--- src/rtl/inst_mem_loader.sv ---
`default_nettype none
// +----------------------------------------------------------------------+
// | Module   : inst_mem_loader                                           |
// | Brief    : loads a length-prefixed byte stream into instruction      |
// |            memory, NOP-pads the last word and gates the CPU stall    |
// | Revision : 1.0  initial release                                      |
// +----------------------------------------------------------------------+
module inst_mem_loader #(
  parameter int          WORD  = 8,
  parameter int          PCL   = 32,
  parameter int          DEPTH = 1024,
  parameter logic [31:0] NOP   = 32'h0400_0000
) (
  input  logic            clk,
  input  logic            rst,
  input  logic            start,
  input  logic [WORD-1:0] in_data,
  input  logic            in_valid,
  output logic            in_ready,
  output logic            mem_we,
  output logic [PCL-1:0]  mem_addr,
  output logic [WORD-1:0] mem_wdata,
  output logic            cpu_hold,
  output logic            done,
  output logic            error
);

  typedef enum logic [2:0] {
    S_IDLE = 3'd0,
    S_HDR  = 3'd1,
    S_LOAD = 3'd2,
    S_PAD  = 3'd3,
    S_DONE = 3'd4,
    S_ERR  = 3'd5
  } state_t;

  state_t          r_state;
  state_t          w_state_nxt;

  logic [31:0]     r_len;
  logic [1:0]      r_hdr_cnt;
  logic [PCL-1:0]  r_addr;
  logic            r_mem_we;
  logic [PCL-1:0]  r_mem_addr;
  logic [WORD-1:0] r_mem_wdata;

  logic            w_rx_en;
  logic            w_accept;
  logic            w_hdr_last;
  logic            w_load_last;
  logic [31:0]     w_len_nxt;
  logic [PCL-1:0]  w_addr_inc;
  logic [WORD-1:0] w_pad_byte;

  assign w_rx_en     = (r_state == S_HDR) || (r_state == S_LOAD);
  assign w_accept    = in_valid & w_rx_en;
  assign w_hdr_last  = (r_hdr_cnt == 2'd3);
  assign w_len_nxt   = {r_len[31-WORD:0], in_data};
  assign w_addr_inc  = r_addr + {{(PCL-1){1'b0}}, 1'b1};
  assign w_load_last = (w_addr_inc == PCL'(r_len));

  // Pad byte k of the NOP word sits at the k-th lowest address (big-endian)
  always_comb begin
    w_pad_byte = WORD'(NOP[31:24]);
    case (r_addr[1:0])
      2'd0:    w_pad_byte = WORD'(NOP[31:24]);
      2'd1:    w_pad_byte = WORD'(NOP[23:16]);
      2'd2:    w_pad_byte = WORD'(NOP[15:8]);
      default: w_pad_byte = WORD'(NOP[7:0]);
    endcase
  end

  always_ff @(posedge clk) begin
    if (!rst) begin
      r_state <= S_IDLE;
    end else begin
      r_state <= w_state_nxt;
    end
  end

  always_comb begin
    w_state_nxt = r_state;
    in_ready    = 1'b0;
    done        = 1'b0;
    error       = 1'b0;
    cpu_hold    = 1'b1;
    case (r_state)
      S_IDLE: begin
        if (start) w_state_nxt = S_HDR;
      end
      S_HDR: begin
        in_ready = 1'b1;
        if (w_accept && w_hdr_last) begin
          if (w_len_nxt == 32'd0)             w_state_nxt = S_DONE;
          else if (w_len_nxt > 32'(DEPTH))    w_state_nxt = S_ERR;
          else                                w_state_nxt = S_LOAD;
        end
      end
      S_LOAD: begin
        in_ready = 1'b1;
        if (w_accept && w_load_last) begin
          w_state_nxt = (w_addr_inc[1:0] == 2'd0) ? S_DONE : S_PAD;
        end
      end
      S_PAD: begin
        if (w_addr_inc[1:0] == 2'd0) w_state_nxt = S_DONE;
      end
      S_DONE: begin
        // The final write is still on the bus in the first DONE cycle
        done     = ~r_mem_we;
        cpu_hold = r_mem_we;
        if (start) w_state_nxt = S_HDR;
      end
      S_ERR: begin
        error = 1'b1;
        if (start) w_state_nxt = S_HDR;
      end
      default: begin
        w_state_nxt = S_IDLE;
      end
    endcase
  end

  always_ff @(posedge clk) begin
    if (!rst) begin
      r_len       <= 32'd0;
      r_hdr_cnt   <= 2'd0;
      r_addr      <= '0;
      r_mem_we    <= 1'b0;
      r_mem_addr  <= '0;
      r_mem_wdata <= '0;
    end else begin
      r_mem_we <= 1'b0;
      case (r_state)
        S_IDLE, S_DONE, S_ERR: begin
          if (start) begin
            r_len     <= 32'd0;
            r_hdr_cnt <= 2'd0;
            r_addr    <= '0;
          end
        end
        S_HDR: begin
          if (w_accept) begin
            r_len     <= w_len_nxt;
            r_hdr_cnt <= r_hdr_cnt + 2'd1;
            r_addr    <= '0;
          end
        end
        S_LOAD: begin
          if (w_accept) begin
            r_mem_we    <= 1'b1;
            r_mem_addr  <= r_addr;
            r_mem_wdata <= in_data;
            r_addr      <= w_addr_inc;
          end
        end
        S_PAD: begin
          r_mem_we    <= 1'b1;
          r_mem_addr  <= r_addr;
          r_mem_wdata <= w_pad_byte;
          r_addr      <= w_addr_inc;
        end
        default: begin
          r_mem_we <= 1'b0;
        end
      endcase
    end
  end

  assign mem_we    = r_mem_we;
  assign mem_addr  = r_mem_addr;
  assign mem_wdata = r_mem_wdata;

endmodule
`default_nettype wire
--- config.mk ---
export PLATFORM = sky130hd
export DESIGN_NAME = inst_mem_loader
export DESIGN_NICKNAME = d
export VERILOG_FILES = /design/src/rtl/inst_mem_loader.sv
export SDC_FILE = /design/constraint.sdc
export NUM_CORES = 1
export LEC_CHECK = 0
export CORE_MARGIN = 2
export CORE_UTILIZATION = 40
export CTS_BUF_LIST = sky130_fd_sc_hd__clkbuf_2
export DETAILED_ROUTE_END_ITERATION = 8
export GPL_TIMING_DRIVEN = 0
export PLACE_DENSITY = 0.66
export SLEW_MARGIN = 25
export SYNTH_ARGS = -nofsm -noshare
export SYNTH_HDL_FRONTEND = slang
export SYNTH_SLANG_ARGS = --single-unit
export TNS_END_PERCENT = 30
--- constraint.sdc ---
create_clock -name clk -period 4.58 [get_ports clk]
set_clock_uncertainty 0.15 [all_clocks]
set_input_delay 0.687 -clock clk [delete_from_list [all_inputs] [get_ports clk]]
set_output_delay 0.687 -clock clk [all_outputs]
set_load 0.02 [all_outputs]
# Yosys cells after proc, flatten, opt, wreduce, memory -nomap -nowiden
# Index checks and enable logic that the tools add are counted.
[totals]
regBits = 110
inputBits = 12
[classes]
add_sub_neg = 2
magnitude_cmp = 1
n_eq_ne = 13
muxes = 28
n_bitwise = 2
reduce_logical = 16
[ops]
columns = ["op", "count"]
rows = [
  ["2-to-1 mux 32 bit", 5],
  ["case mux 32 bit (2 select lines)", 2],
  ["case mux 32 bit (4 select lines)", 1],
  ["adder 32 x 1 -> 32 bit (second input constant)", 1],
  ["equality test 32 bit", 1],
  ["> comparator 32 x 11 -> 1 bit (second input constant)", 1],
  ["logical NOT 32 bit", 1],
  ["2-to-1 mux 3 bit", 8],
  ["case mux 8 bit (2 select lines)", 1],
  ["case mux 3 bit (4 select lines)", 1],
  ["2-to-1 mux 8 bit", 1],
  ["AND reduction 4 bit", 2],
  ["equality test 3 x 2 -> 1 bit (second input constant)", 2],
  ["equality test 3 bit (second input constant)", 2],
  ["inequality test 2 x 1 -> 1 bit (second input constant)", 3],
  ["inequality test 2 bit (second input constant)", 3],
  ["2-to-1 mux 1 bit", 5],
  ["logical NOT 2 bit", 2],
  ["2-to-1 mux 2 bit", 2],
  ["case mux 2 bit (2 select lines)", 1],
  ["nonzero test 2 bit", 2],
  ["nonzero test 4 bit", 1],
  ["equality test 3 x 1 -> 1 bit (second input constant)", 1],
  ["logical NOT 3 bit", 1],
  ["11 further kinds", 12],
]

# Longest topological paths before layout
[depth]
word_depth = 6
ltp_mapped = 11

# Worst setup path after synthesis
# No wires, ideal clock.
[synth_timing]
kind = "reg-to-reg"
from = "register r_addr[1]"
to = "register r_state[2]"
setup_time_ps = 57
arrival_ps = 2625
slack_ps = 1748
stages_incl_launch_ff = 11
path_buffers = 1
synth_period_minus_slack_ps = 2832
cell_sequence = "dfxtp_1 ha_1 and3_1 buf_2 nand4_1 or4_1 xnor2_1 a211oi_1 nand4_1 nor4_1 or3_1"
[synth_via]
elab_chain_len = 5
[synth_lines]
columns = ["element", "line_no", "rtl"]
rows = [
  ["start: declaration", "42", "logic [PCL-1:0] r_addr;"],
  ["start signal: assignment", "154", "r_addr <= w_addr_inc;"],
  ["start signal: assignment", "161", "r_addr <= w_addr_inc;"],
  ["adder 32 x 1 -> 32 bit (*)", "59", "assign w_addr_inc = r_addr + {{(PCL-1){1'b0}}, 1'b1};"],
  ["equality test 32 bit or logical NOT 2 bit (tied branches)", "60, 102, 106", ""],
  ["logical AND 1 bit or 2-to-1 mux 3 bit (tied branches)", "101, 102", ""],
  ["inequality test 2 x 1 -> 1 bit (no source line) or 2-to-1 mux 3 bit (tied branches)", "--", ""],
  ["AND reduction 4 bit (no source line) or case mux 3 bit (4 select lines) (tied branches)", "--", ""],
  ["end signal: assignment", "77", "r_state <= w_state_nxt;"],
  ["end: declaration", "37", "state_t r_state;"],
]
# Every way passes the cells marked *; elsewhere a longest branch is shown, timed or not. The select of a mux whose other input is x is not followed.
# A chain may end at the register's enable or synchronous reset.

# Final worst setup path
# Ends and elaborated chain as after synthesis.

==> impl_metrics.tcl <==
set metrics [dict create \
    status "finished, final reports clean" \
    required_ps 5090 \
    cts_resized 0 \
    dp_slack_ps 1010 \
    die_y_um 125 \
    viasPerCell 5.53 \
    synth_cells 769 \
    gr-usage-all-layers_pct 22.2 \
    core-area_mm2 0.0144 \
    syn-num-nets 785 \
    async_reset_ff_share_pct 0 \
    muxShareOfSynthArea_pct 0.171 \
    port_buffers 55 \
    wl_mm 17.4 \
    start_util_pct 40.6 \
    antenna_found_initial 1 \
    dp_hpwl_mm 12.8 \
    vias 5666 \
    timing.slew.headroom_pct 39.3 \
    grt_pass1_wl_mm 28.0 \
    die_w_um 125 \
    tightest_slew_ps 909 \
    drv_slew 0 \
    clockBufferDepth 2 \
    fin_ws_ps 907 \
    tritoncts "done" \
    first_global_vias 5205 \
    detailedRoute.firstIterationViolations 487 \
    fmax_mhz 272 \
    synth_enable_flop_cells 0 \
    finalCriticalPeriod_ps 3670 \
    boundaryPins 57 \
    synthSimpleGateAreaFrac_pct 31.1 \
    ys_seq_area_share_pct 37.6 \
    clock_tree.htree_level_count 3 \
    avgSynthCellArea_um2 7.62 \
    placementRows 44 \
    synth.cell_area_mm2 0.00586 \
    synth_compound_area_share_pct 17.4 \
    synthAdderAreaFrac_pct 0.855 \
    setup.worst_path.class "register to register" \
    ys_warn_count 0 \
    power_leakage_nw 2.34 \
    fin_crit_sh_pct 80.2 \
    path_max_fanout 8 \
    ys_ff_latch 110 \
    ir_drop_mv 0.140 \
    setup-violations-final 0 \
    pwr_density_cell_mw_per_mm2 357 \
    finalNetCount 851 \
    drt.antenna.violating_nets 0 \
    synth-xor-area-share_pct 6.58 \
    yosysUniqueCellTypes 67 \
    synth_top_family_by_area "simple AND/OR/NAND/NOR gates" \
    hold_viol_final 0 \
    critPathCaptureType "register" \
    crit_arrival_ps 4180 \
    timing.setup.tns_ps 0 \
    drtPass1Iterations 5 \
    drc 0 \
    cts_setup_buffers 0 \
    dieArea_mm2 0.0156 \
    grt_max_degree 19 \
    crit_path_start_kind "register" \
    maxCapViolations 0 \
    wl_per_cell_um 17.0 \
    hold_class "register to register" \
    reg2reg_slack_ps 910 \
    ys.flop_type "dfxtp_1" \
    area_delta_synth_final_pct 16.2 \
    clkLatencyLatePin_ps 680 \
    numCtsBuffers 9 \
    cts_hold_buffers 0 \
    rsz0062_at_grt "false" \
    final_layout_size_suffix_gt1_share_pct 7.50 \
    clkTransAtPathRegs_ps 320 \
    gp_congestion 0.966 \
    grt-ovfl-total 0 \
    clockRootBuffer "clkbuf_2" \
    cts.sinks 110 \
]
[Yosys cell counts, types with 11 or more instances]
master,count,area [um^2]
nand4_1,13,81.3
clkbuf_1,39,146
nand3_1,51,255
xnor2_1,24,210
nor2_1,48,180
xor2_1,20,175
buf_2,11,55.1
o21ai_0,33,165
nand2_1,145,544
a21oi_1,103,515
nor4_1,12,75.1
nor3_1,22,110
dfxtp_1,110,2200
[per-layer routing]
layer	GRT usage [%]	up-vias	wire length, um
met2	35.0	167	7930
met1	31.3	2646	8260
li1	-	2831	-
met5	0	-	0
met3	3.38	22	960
met4	7.52	0	280
[placed cells by master (no fill, tap or decap), types with 4 or more instances in the layout]
master and instances:
nor3_1 22, dfxtp_1 110, nand3b_1 4, xnor2_1 24, clkbuf_1 39, clkbuf_2 11, nor3b_1 5, or4_1 6
nand3_1 51, buf_6 4, and4_1 4, o21ai_0 33, a21oi_1 103, and3_1 7, or3_1 6, nor4_1 12
nand4_1 13, nand2_1 145, a31oi_1 6, clkdlybuf4s50_1 55, xor2_1 20, a22oi_1 10, nor2_1 48, and2_1 4
buf_2 11, inv_1 10, ha_1 4
[worst max-delay path, stage by stage, from the launching register on]
cell	delay [ps]
dfxtp_1	640
ha_1	380
and3_1	180
buf_2	170
nand4_1	270
or4_1	660
xnor2_1	190
a211oi_1	230
nand4_1	250
nor4_1	350
or3_1	160
[metrics by stage]
| step | hold slack [ps] | total power [mW] | instance area (um^2) | std cells | util [%] |
|---|---|---|---|---|---|
| final | 321 | 2.43 | 6800 | 1025 | 47.2 |
| after global routing | 336 | 2.57 | 6800 | 1025 | 47.2 |
| after CTS | 325 | 2.43 | 6800 | 1024 | 47.2 |
| after detailed placement | 297 | 1.85 | 6640 | 1008 | 46.0 |
| after global placement | 294 | 1.85 | 6640 | 1008 | 46.0 |
| after floorplan | 286 | 1.58 | 5860 | 769 | - |
[logic make-up (layout without fill, tap and decap cells)]
group	after synthesis	count (layout)
simple gates	357	357
compound gates	178	178
flops	110	110
buf+inv	75	146
xor+xnor	44	44
fa+ha+maj	4	4
mux	1	1
other cells	0	1
[registers in the layout, indices dropped and copies added, names as in the netlist]
register / cells
r_hdr_cnt: 2
mem_addr: 32
r_addr: 32
r_len: 32
r_state: 3
mem_we: 1
mem_wdata: 8
[worst paths after layout]
check               start      endpoint  depth (start not counted)
min reg2reg  mem_addr[10]  mem_addr[10]                          2
max             r_addr[1]    r_state[2]                         10
min          mem_addr[10]  mem_addr[10]                          2
max reg2reg     r_addr[1]    r_state[2]                         10
[power breakdown]
part / internal, mW / switching (mW)
Combinational: 0.240 / 0.577
Sequential: 0.995 / 0.0407
Clock: 0.237 / 0.340
[cell type report]
class / instances / area (um^2)
fillers: 1513 / 7620
multi-input cells: 584 / 3290
flip-flops and latches: 110 / 2200
well taps: 184 / 230
clock buffers: 9 / 45.0
clock inverters: 7 / 119
inverters: 11 / 41.3
plain buffers: 64 / 324
diodes: 1 / 2.50
repair buffers: 55 / 551
No activity file was read; power rests on OpenSTA's default activity.
